--- src/rtl/decode_stage.sv ---
// decode_stage: RV32I instruction decode with a two-entry skid buffer
// toward execute and a registered stall toward fetch.

package decode_pkg;

    localparam int INSTR_SIZE = 31;
    localparam int ADDR_SIZE  = 31;

    localparam int OC_LUI      = 0;
    localparam int OC_AUIPC    = 1;
    localparam int OC_JAL      = 2;
    localparam int OC_JALR     = 3;
    localparam int OC_BRANCH   = 4;
    localparam int OC_LOAD     = 5;
    localparam int OC_STORE    = 6;
    localparam int OC_OP_IMM   = 7;
    localparam int OC_OP       = 8;
    localparam int OC_MISC_MEM = 9;
    localparam int OC_SYSTEM   = 10;

    typedef enum logic [1:0] {
        EMPTY = 2'd0,
        ONE   = 2'd1,
        TWO   = 2'd2
    } state_t;

    typedef struct packed {
        logic [ADDR_SIZE:0]  pc;
        logic [INSTR_SIZE:0] instr;
        logic [4:0]          rd;
        logic [4:0]          rs1;
        logic [4:0]          rs2;
        logic [2:0]          funct3;
        logic [6:0]          funct7;
        logic [31:0]         imm;
        logic [10:0]         op_class;
        logic                rd_wen;
        logic                illegal;
    } id_ex_t;

endpackage

module decode_stage
    import decode_pkg::*;
(
    input  logic                clk,
    input  logic                reset,
    input  logic [INSTR_SIZE:0] instr,
    input  logic [ADDR_SIZE:0]  PC,
    input  logic                pipeline_valid,
    output logic                stall,
    input  logic                flush,
    input  logic                ex_ready,
    output logic                dec_valid,
    output logic [ADDR_SIZE:0]  dec_PC,
    output logic [INSTR_SIZE:0] dec_instr,
    output logic [4:0]          rd,
    output logic [4:0]          rs1,
    output logic [4:0]          rs2,
    output logic [2:0]          funct3,
    output logic [6:0]          funct7,
    output logic [31:0]         imm,
    output logic [10:0]         op_class,
    output logic                rd_wen,
    output logic                illegal
);

    state_t state, state_n;
    id_ex_t dec, out_q, out_n, skid_q, skid_n;
    logic   stall_q;
    logic   accept;

    assign accept = pipeline_valid & ~stall_q;

    // Combinational decode of the incoming instruction
    always_comb begin
        dec          = '0;
        dec.pc       = PC;
        dec.instr    = instr;
        dec.rd       = instr[11:7];
        dec.rs1      = instr[19:15];
        dec.rs2      = instr[24:20];
        dec.funct3   = instr[14:12];
        dec.funct7   = instr[31:25];
        unique case (instr[6:0])
            7'b0110111: dec.op_class[OC_LUI]      = 1'b1;
            7'b0010111: dec.op_class[OC_AUIPC]    = 1'b1;
            7'b1101111: dec.op_class[OC_JAL]      = 1'b1;
            7'b1100111: dec.op_class[OC_JALR]     = 1'b1;
            7'b1100011: dec.op_class[OC_BRANCH]   = 1'b1;
            7'b0000011: dec.op_class[OC_LOAD]     = 1'b1;
            7'b0100011: dec.op_class[OC_STORE]    = 1'b1;
            7'b0010011: dec.op_class[OC_OP_IMM]   = 1'b1;
            7'b0110011: dec.op_class[OC_OP]       = 1'b1;
            7'b0001111: dec.op_class[OC_MISC_MEM] = 1'b1;
            7'b1110011: dec.op_class[OC_SYSTEM]   = 1'b1;
            default:    dec.op_class              = '0;
        endcase
        // every listed opcode ends in 2'b11, so a zero class covers both cases
        dec.illegal = ~|dec.op_class;
        unique case (1'b1)
            dec.op_class[OC_JALR],
            dec.op_class[OC_LOAD],
            dec.op_class[OC_OP_IMM],
            dec.op_class[OC_SYSTEM]:
                dec.imm = {{20{instr[31]}}, instr[31:20]};
            dec.op_class[OC_STORE]:
                dec.imm = {{20{instr[31]}}, instr[31:25], instr[11:7]};
            dec.op_class[OC_BRANCH]:
                dec.imm = {{19{instr[31]}}, instr[31], instr[7],
                           instr[30:25], instr[11:8], 1'b0};
            dec.op_class[OC_LUI],
            dec.op_class[OC_AUIPC]:
                dec.imm = {instr[31:12], 12'b0};
            dec.op_class[OC_JAL]:
                dec.imm = {{11{instr[31]}}, instr[31], instr[19:12],
                           instr[20], instr[30:21], 1'b0};
            default:
                dec.imm = '0;
        endcase
        dec.rd_wen = (dec.op_class[OC_LUI]    | dec.op_class[OC_AUIPC] |
                      dec.op_class[OC_JAL]    | dec.op_class[OC_JALR]  |
                      dec.op_class[OC_LOAD]   | dec.op_class[OC_OP_IMM] |
                      dec.op_class[OC_OP]     | dec.op_class[OC_SYSTEM]) &
                     (|instr[11:7]);
    end

    // Occupancy next-state and register loads; flush wins over everything
    always_comb begin
        state_n = state;
        out_n   = out_q;
        skid_n  = skid_q;
        if (flush) begin
            state_n = EMPTY;
        end else begin
            unique case (state)
                EMPTY: begin
                    if (accept) begin
                        state_n = ONE;
                        out_n   = dec;
                    end
                end
                ONE: begin
                    if (ex_ready) begin
                        if (accept) begin
                            out_n = dec;
                        end else begin
                            state_n = EMPTY;
                        end
                    end else if (accept) begin
                        state_n = TWO;
                        skid_n  = dec;
                    end
                end
                TWO: begin
                    if (ex_ready) begin
                        state_n = ONE;
                        out_n   = skid_q;
                    end
                end
                default: state_n = EMPTY;
            endcase
        end
    end

    // State, bundle storage and the stall seen by fetch
    always_ff @(posedge clk or negedge reset) begin
        if (!reset) begin
            state   <= EMPTY;
            out_q   <= '0;
            skid_q  <= '0;
            stall_q <= 1'b0;
        end else begin
            state   <= state_n;
            out_q   <= out_n;
            skid_q  <= skid_n;
            stall_q <= (state_n == TWO);
        end
    end

    assign stall     = stall_q;
    assign dec_valid = (state != EMPTY);
    assign dec_PC    = out_q.pc;
    assign dec_instr = out_q.instr;
    assign rd        = out_q.rd;
    assign rs1       = out_q.rs1;
    assign rs2       = out_q.rs2;
    assign funct3    = out_q.funct3;
    assign funct7    = out_q.funct7;
    assign imm       = out_q.imm;
    assign op_class  = out_q.op_class;
    assign rd_wen    = out_q.rd_wen;
    assign illegal   = out_q.illegal;

endmodule

--- config.mk ---
export PLATFORM = sky130hd
export DESIGN_NAME = decode_stage
export DESIGN_NICKNAME = d
export VERILOG_FILES = /design/src/rtl/decode_stage.sv
export SDC_FILE = /design/constraint.sdc
export NUM_CORES = 1
export LEC_CHECK = 0
export CORE_MARGIN = 3
export CORE_UTILIZATION = 51
export CTS_CLUSTER_SIZE = 24
export DETAILED_ROUTE_END_ITERATION = 12
export PLACE_DENSITY = 0.8
export SLEW_MARGIN = 15
export SYNTH_ARGS = -nofsm -noshare
export SYNTH_HDL_FRONTEND = slang
export SYNTH_SLANG_ARGS = --single-unit
--- constraint.sdc ---
create_clock -name clk -period 1.94 [get_ports clk]
set_input_delay 0.291 -clock clk [delete_from_list [all_inputs] [get_ports clk]]
set_output_delay 0.291 -clock clk [all_outputs]
set_load 0.01 [all_outputs]
==> results of run 1 <==
[kinds of logic (layout without fill, tap and decap cells)]
logic type,after synthesis,in the layout
xor+xnor,2,2
buf+inv,107,328
flops,221,221
compound gates,193,193
simple gates,616,616
[layout by cell type, fill, tap and decap left out, types with 2 or more instances in the layout]
cell / n
a21oi_2: 2
or2_2: 2
clkbuf_8: 6
buf_12: 21
nand2b_1: 4
o21ai_1: 6
o21ai_0: 29
o41ai_1: 2
nor4_1: 3
buf_4: 59
nand2_1: 411
nor2b_1: 3
nor3b_1: 2
nand3b_1: 2
a31oi_1: 73
and3_1: 7
dfrtp_1: 220
and2_1: 3
nand3_1: 24
nor2_1: 119
nor3b_2: 2
nor3_1: 24
clkinv_2: 6
clkbuf_16: 24
o31ai_1: 3
a211oi_2: 10
o211ai_1: 10
a211oi_1: 9
clkbuf_1: 2
a21oi_1: 36
clkdlybuf4s50_1: 202
[final timing paths]
kind,startpoint,end,cells past startpoint
min in group clk,PC[30],skid_q[132],3
min,reset,dec_PC[28],2
max,state[1],dec_valid,3
max in group asynchronous,reset,skid_q[82],3
min reg2reg,skid_q[70],skid_q[70],2
max reg2reg,state[1],dec_PC[14],8
[per-stage QoR]
step | instance area, um2 | setup TNS (ns) | hold WS [ns] | std cells | utilization
floorplan | 9864 | 0 | -0.004591 | 1139 | -
global placement | 12580 | -11.47 | 0.2063 | 1577 | 0.6680
detailed placement | 12580 | -19.76 | 0.2040 | 1577 | 0.6680
CTS | 13350 | 0 | 0.2471 | 1620 | 0.7092
global route | 13360 | 0 | 0.2675 | 1620 | 0.7092
finish | 13360 | 0 | 0.2455 | 1620 | 0.7092
[synth_stat cells, drive strengths merged]
cell,instances
a2111oi,1
a211o,1
a211oi,19
a21boi,1
a21o,2
a21oi,39
a22oi,1
a31oi,73
a32oi,1
and2,3
and3,8
buf,66
clkbuf,40
dfrtp,221
inv,1
nand2,411
nand2b,5
nand3,25
nand3b,2
nand4,1
nand4bb,1
nor2,120
nor2b,4
nor3,25
nor3b,4
nor4,3
o211ai,10
o21ai,37
o21ba,1
o22ai,1
o31ai,3
o32a,1
o41ai,2
or2,3
or3,1
xnor2,1
xor2,1
[what timing repair did]
item                       in CTS  in global routing
hold endpoints to repair       54                  0
resized for setup               2                  1
hold buffers                    1                  0
setup endpoints to repair       1                  1
[final cells by class]
cell class / count / area [um2]
sequential: 221 / 5532
multi-input combinational: 811 / 3810
tap: 260 / 325.3
timing repair buffer: 285 / 2920
clock inverter: 10 / 73.82
clock buffer: 32 / 690.7
inverter: 1 / 3.754
fill: 1411 / 5475
[registers in the layout (all words and copies together) (netlist names)]
signal     flops
imm           32
skid_q       109
illegal        1
dec_PC        32
rs2            4
rs1            4
rd_wen         1
dec_instr     12
state          2
rd             4
stall          1
funct7         6
op_class      11
funct3         2
[power groups by stage]
stage                     logic [uW]  clock network (uW)  registers [uW]
final                           2970                4370            6040
after global routing            3260                4660            6150
after CTS                       3010                4460            6040
after detailed placement        2990                   0            6100
after global placement          2910                   0            6080
after floorplan                 1250                   0            6180
[metal layers]
| layer | GRT usage | up-vias | wire length, um |
|---|---|---|---|
| met5 | 0 | - | 0 |
| met4 | 0.06315 | 0 | 580 |
| met3 | 0.03966 | 48 | 2016 |
| met2 | 0.4110 | 344 | 12830 |
| met1 | 0.3617 | 4106 | 11610 |
| li1 | - | 4166 | - |
==> summary.txt, run 1 <==
Timing
  • Share of the clock period used by the worst path after layout: 0.9659
  • Setup skew after layout: 0.01873 ns
  • Final Hold Vio Count: 0
  • Number of max-slew violations in the final report: 0
  • Max Clock Freq: 0.5336 GHz
  • Worst slew margin: 0.7115
  • RSZ-0062 raised after global routing: no
  • Final Setup Violations: 0
  • Final setup margin: 0.06607 ns
  • Shortest clock period the worst path allows after layout: 1.874 ns
  • Worst Tran Pin Value: 0.4327 ns

Power
  • Sequential cell fraction of total power: 0.451
  • Internal power contribution: 9619 uW
  • Cell Pwr Density: 1003 mW/mm2
  • Cell leakage power: 0.005961 uW
  • Clock power frac: 0.327
  • Share of total power in combinational logic: 0.222
  • Total power consumption of the routed design: 13390 uW
  • Switching share of total power: 0.2816
  • VDD IR max: 739.4 uV
  • Net switching power: 3770 uW

Worst setup path
  • Slowest cell delay on critical path: 0.39 ns
  • Data arrival time of the critical path: 1.58 ns
  • Critical path launch point type: flip-flop
  • Worst path bufs/invs: 2
  • Worst Path Required: 1.65 ns
  • Setup Crit Path Kind: flip-flop to output port
  • Kind of end point of the critical path: output port
  • Peak fanout along the critical path: 4
  • Slowest stage cell on the critical path: dfrtp_1
  • Crit-path leading delay family: buffers and inverters
  • Worst-case register-to-register setup slack: 0.21 ns
  • Ordered cell list for the critical path: buf_4 > or2_2 > clkdlybuf4s15_1

Synthesis
  • Portion of netlist area occupied by mux cells: 0
  • Total nets after synthesis: 1208
  • Share of the yosys chip area belonging to registers: 0.5606
  • Dominant cell type by area after synthesis: dfrtp_1
  • Parity-gate share of the synthesized area counting xor and xnor cells: 0.001776
  • Flip-flop and latch count after synthesis: 221
  • Main combinational cell family by area after synthesis: simple AND/OR/NAND/NOR gates
  • Synth Area in Adders: 0
  • Area of the mapped netlist: 0.009864 mm2
  • Synth area leaders: dfrtp_1 (56%), nand2_1 (16%), a31oi_1 (4.6%)
  • Mapped Avg Cell Area: 8.661 um2
  • Synthesis warning total: 0
  • Fraction of the mapped netlist area in compound gates: 0.1280
  • Unique masters post-synth: 51
  • Simple-gate portion of the synthesized area: 0.2532
  • Post-Syn Instances: 1139
  • Share of the synthesized area in the top cell type: 0.5606

Placed design
  • Hpwl dp: 18250 um
  • Global placement routability congestion: 0.8843
  • DP Worst Slack: -0.2666 ns
  • Number of buffer cells added on primary ports: 204

CTS
  • Clock Tree Buf Depth: 3
  • Post-CTS setup repair buffer count: 0
  • TritonCTS sink count: 221
  • Clock buffer count from CTS: 24
  • H-tree Lvls: 1
  • Clock tree from TritonCTS: built
  • Clock latency at the later pin of the worst-skew pair: 0.52 ns
  • Clock transition at path regs: 0.06 ns
  • Clock root buffer: clkbuf_16

Final layout
  • Final net count: 1413
  • Layout cell share with drive strength beyond 1: 0.1103
  • Diodes inserted: 0
  • Signed area change from the synthesized netlist to the final layout: 35.39%

Floorplanning
  • Vertical extent of the die: 145.1 um
  • Starting Density: 0.5239
  • Floorplan Core Area: 0.01883 mm2
  • Die Width: 145.1 um
  • Boundary Pins: 205
  • Cell Rows: 50
  • Overall die area: 0.02105 mm2

Global route
  • Initial antenna violation count: 0
  • GRT overflow: 0
  • Global Route Usage Sum: 0.2533
  • Vias in the first global route: 8548
  • Pin count of the biggest net entering global routing: 77
  • Wire length of the first global-routing pass: 44880 um

Worst hold path
  • Worst min-delay path category: input pin to async pin

Status
  • Result of the run: finished, final reports clean

Drt
  • Final Routed Wirelength: 27040 um
  • Total vias in the final route: 8664
  • Average wire per standard cell: 16.69 um
  • Iteration count of the initial detailed-routing pass: 5
  • Routed Antenna Nets: 0
  • Vias per std cell: 5.348
  • Number of DRC violations after detailed-routing iteration 0: 637
  • Post-detailed-route DRC marker count: 0

Flow run
  • Number of max-capacitance violations reported: 0
(Power assumes the default switching activity.)
==> run 2, diff against run 1 <==
GPL_TIMING_DRIVEN = 0   (was not set)
==> summary.txt, run 2 (same netlist as run 1, synthesis figures left out) <==
Final layout
  • Multi-input gate area in the final layout: 0.003830 mm2 (+0.53%)
  • Biggest register: skid_q
  • Commonest non-fill, non-tap cell in the layout: nand2_1
  • Max reg flops: 109 (unchanged)
  • Area used by sequential logic in the layout: 0.005532 mm2 (unchanged)
  • Layout cell share with drive strength beyond 1: 0.1094 (-0.0008629)
  • Final net count: 1443 (+2.1%)
  • Diodes inserted: 0 (unchanged)
  • Most used cells in the layout excluding fill and tap cells: nand2_1 (410), dfrtp_1 (220), clkdlybuf4s50_1 (200), nor2_1 (119), a31oi_1 (73)
  • Number of fill cells: 1490 (+5.6%)
  • Signed area change from the synthesized netlist to the final layout: 33.17%

Timing
  • Share of the clock period used by the worst path after layout: 0.9672 (+0.001231)
  • Final setup margin: 0.06368 ns (-0.002388 ns)
  • Max Clock Freq: 0.5330 GHz (-0.13%)
  • Worst slew margin: 0.5724 (-0.1392)
  • Worst slack on hold paths: 0.1562 ns (-0.08932 ns)
  • Final Setup Violations: 0 (unchanged)
  • Worst Tran Pin Value: 0.6415 ns (+0.2088 ns)
  • Setup skew after layout: 0.008125 ns (-0.01060 ns)
  • Number of max-slew violations in the final report: 0 (unchanged)
  • Shortest clock period the worst path allows after layout: 1.876 ns (+0.002388 ns)
  • Final Hold Vio Count: 0 (unchanged)

Floorplanning
  • Overall die area: 0.02105 mm2 (unchanged)
  • Die Width: 145.1 um (unchanged)
  • Floorplan Core Area: 0.01883 mm2 (unchanged)
  • Starting Density: 0.5239 (unchanged)
  • Cell Rows: 50 (unchanged)
  • Boundary Pins: 205 (unchanged)
  • Vertical extent of the die: 145.1 um (unchanged)

Drt
  • Final Routed Wirelength: 29340 um (+8.5%)
  • Vias per std cell: 5.539 (+3.6%)
  • Routed Antenna Nets: 0 (unchanged)
  • Number of DRC violations after detailed-routing iteration 0: 830 (+30%)
  • Total vias in the final route: 9134 (+5.4%)
  • Post-detailed-route DRC marker count: 0 (unchanged)
  • Iteration count of the initial detailed-routing pass: 6 (+1)
  • Average wire per standard cell: 17.79 um (+6.6%)

Power
  • Cell leakage power: 0.005898 uW (-1.1%)
  • VDD IR max: 620.7 uV (-16%)
  • Cell Pwr Density: 1006 mW/mm2 (+0.31%)

CTS
  • Clock latency at the later pin of the worst-skew pair: 0.50 ns (-0.02 ns)
  • Clock buffer count from CTS: 23 (-4.2%)
  • Clock tree from TritonCTS: built
  • Clock Tree Buf Depth: 3 (unchanged)
  • H-tree Lvls: 1 (unchanged)
  • Clock transition at path regs: 0.06 ns (about the same)
  • Clock root buffer: clkbuf_16
  • TritonCTS sink count: 221 (unchanged)

Worst setup path
  • Data arrival time of the critical path: 2.31 ns (+0.73 ns)
  • Crit. path cell count: 7 (+4)
  • Worst Path Required: 2.37 ns (+0.72 ns)
  • Capturing instance or port of the critical path: skid_q[8]
  • Kind of end point of the critical path: flip-flop
  • Critical path launch point type: flip-flop
  • Worst path bufs/invs: 3 (+1)
  • Worst setup path start: state[1]
  • Slowest cell delay on critical path: 0.45 ns (+0.06 ns)
  • Crit-path leading delay family: buffers and inverters
  • Reg-to-Reg Start: state[1]
  • Endpoint of the worst-slack reg-to-reg timing path: skid_q[8]
  • Slowest stage cell on the critical path: dfrtp_2
  • Setup Crit Path Kind: flip-flop to flip-flop
  • Worst R2R Path Depth: 7 (-1)
  • Ordered cell list for the critical path: nor3b_4 > and3_1 > clkbuf_1 > clkbuf_4 > clkbuf_4 > nand2_1 > nand2_1
  • Peak fanout along the critical path: 10 (+6)
  • Worst-case register-to-register setup slack: 0.06 ns (-0.15 ns)

Global route
  • GRT overflow: 0 (unchanged)
  • Wire length of the first global-routing pass: 47010 um (+4.8%)
  • Pin count of the biggest net entering global routing: 105 (+36%)
  • Global Route Usage Sum: 0.2727 (+0.01940)
  • Vias in the first global route: 8941 (+4.6%)
  • Initial antenna violation count: 1 (+1)

Status
  • Result of the run: finished, final reports clean

Placed design
  • Number of buffer cells added on primary ports: 202 (-0.98%)
  • Global placement routability congestion: 0.8966 (+1.4%)
  • Hpwl dp: 20260 um (+11%)
  • DP Worst Slack: -0.7273 ns (-0.4608 ns)

Flow run
  • Number of max-capacitance violations reported: 0 (unchanged)

Worst hold path
  • Worst min-delay path category: input pin to flip-flop
==> run 2: cell types whose count changed in the layout (fill, tap and decap cells not counted), sizes merged <==
cell | before | now
clkdlybuf4s15 | 1 | 0
clkbuf | 32 | 85
inv | 2 | 1
clkinv | 8 | 2
buf | 81 | 66
dlygate4sd2 | 0 | 1
clkdlybuf4s50 | 202 | 200
==> run 2: how the worst min path moves through the flow <==
stage	startpoint	to	slack, ns	cells after the start
CTS	instr[31]	skid_q[101]	0.14	3
global placement	skid_q[18]	skid_q[18]	0.45	2
floorplan	reset	dec_PC[0]	-0.005	0
detailed placement	reset	dec_PC[27]	0.15	1
global route	instr[31]	skid_q[101]	0.18	3
finish	instr[31]	skid_q[101]	0.16	3
==> run 2: repair_timing <==
action                     in CTS  in global routing
hold buffers                    1                  0
hold endpoints to repair       28                  0
gates resized for setup        20                 47
setup endpoints to repair     161                199
buffers inserted                6                  1
pin swaps                       2                  3
==> run 2: where the power goes <==
group	total [uW]	switching [uW]	internal, uW	leakage (uW)
clock	4100	1760	2350	0.000332
sequential	6040	533	5500	0.00272
combinational	3070	1430	1640	0.00285
==> run 2: per-stage QoR <==
step	power [uW]	TNS [ns]	util	std cells	instance area, um2
after floorplan	7438	0	-	1139	9864
after global placement	9021	-1996.05	0.6485	1601	12210
after detailed placement	9135	-95.65	0.6517	1603	12270
after CTS	13240	-0.04253	0.6937	1650	13060
after global routing	13840	-2.230	0.6976	1649	13140
final	13210	0	0.6976	1649	13140
==> run 2: layer usage <==
metal	part of all wire	vias up	GRT usage
li1	-	4221	-
met1	0.42	4416	0.3734
met2	0.47	430	0.4462
met3	0.085	65	0.05497
met4	0.026	2	0.07882
met5	0.00044	-	0
==> run 2: cell type report <==
class,count,share of cell area
tap,260,0.02476
buffer,104,0.04696
clock buffer,37,0.05086
sequential,221,0.4211
clock inverter,3,0.001333
timing repair buffer,212,0.1632
inverter,1,0.0002857
multi-input combinational,811,0.2916
==> run 2: worst register-to-register path: cells and delay by family, from the launching register on <==
kind / cells / cell delay, ns
buffers and inverters: 3 / 0.75
and+or+nand+nor: 4 / 0.61
DFF: 1 / 0.45
==> run 3, diff against run 2 <==
GPL_TIMING_DRIVEN = not set   (was 0)
==> results of run 3 <==
Same layout as run 1: the final DEF is identical, and so are final timing and power.
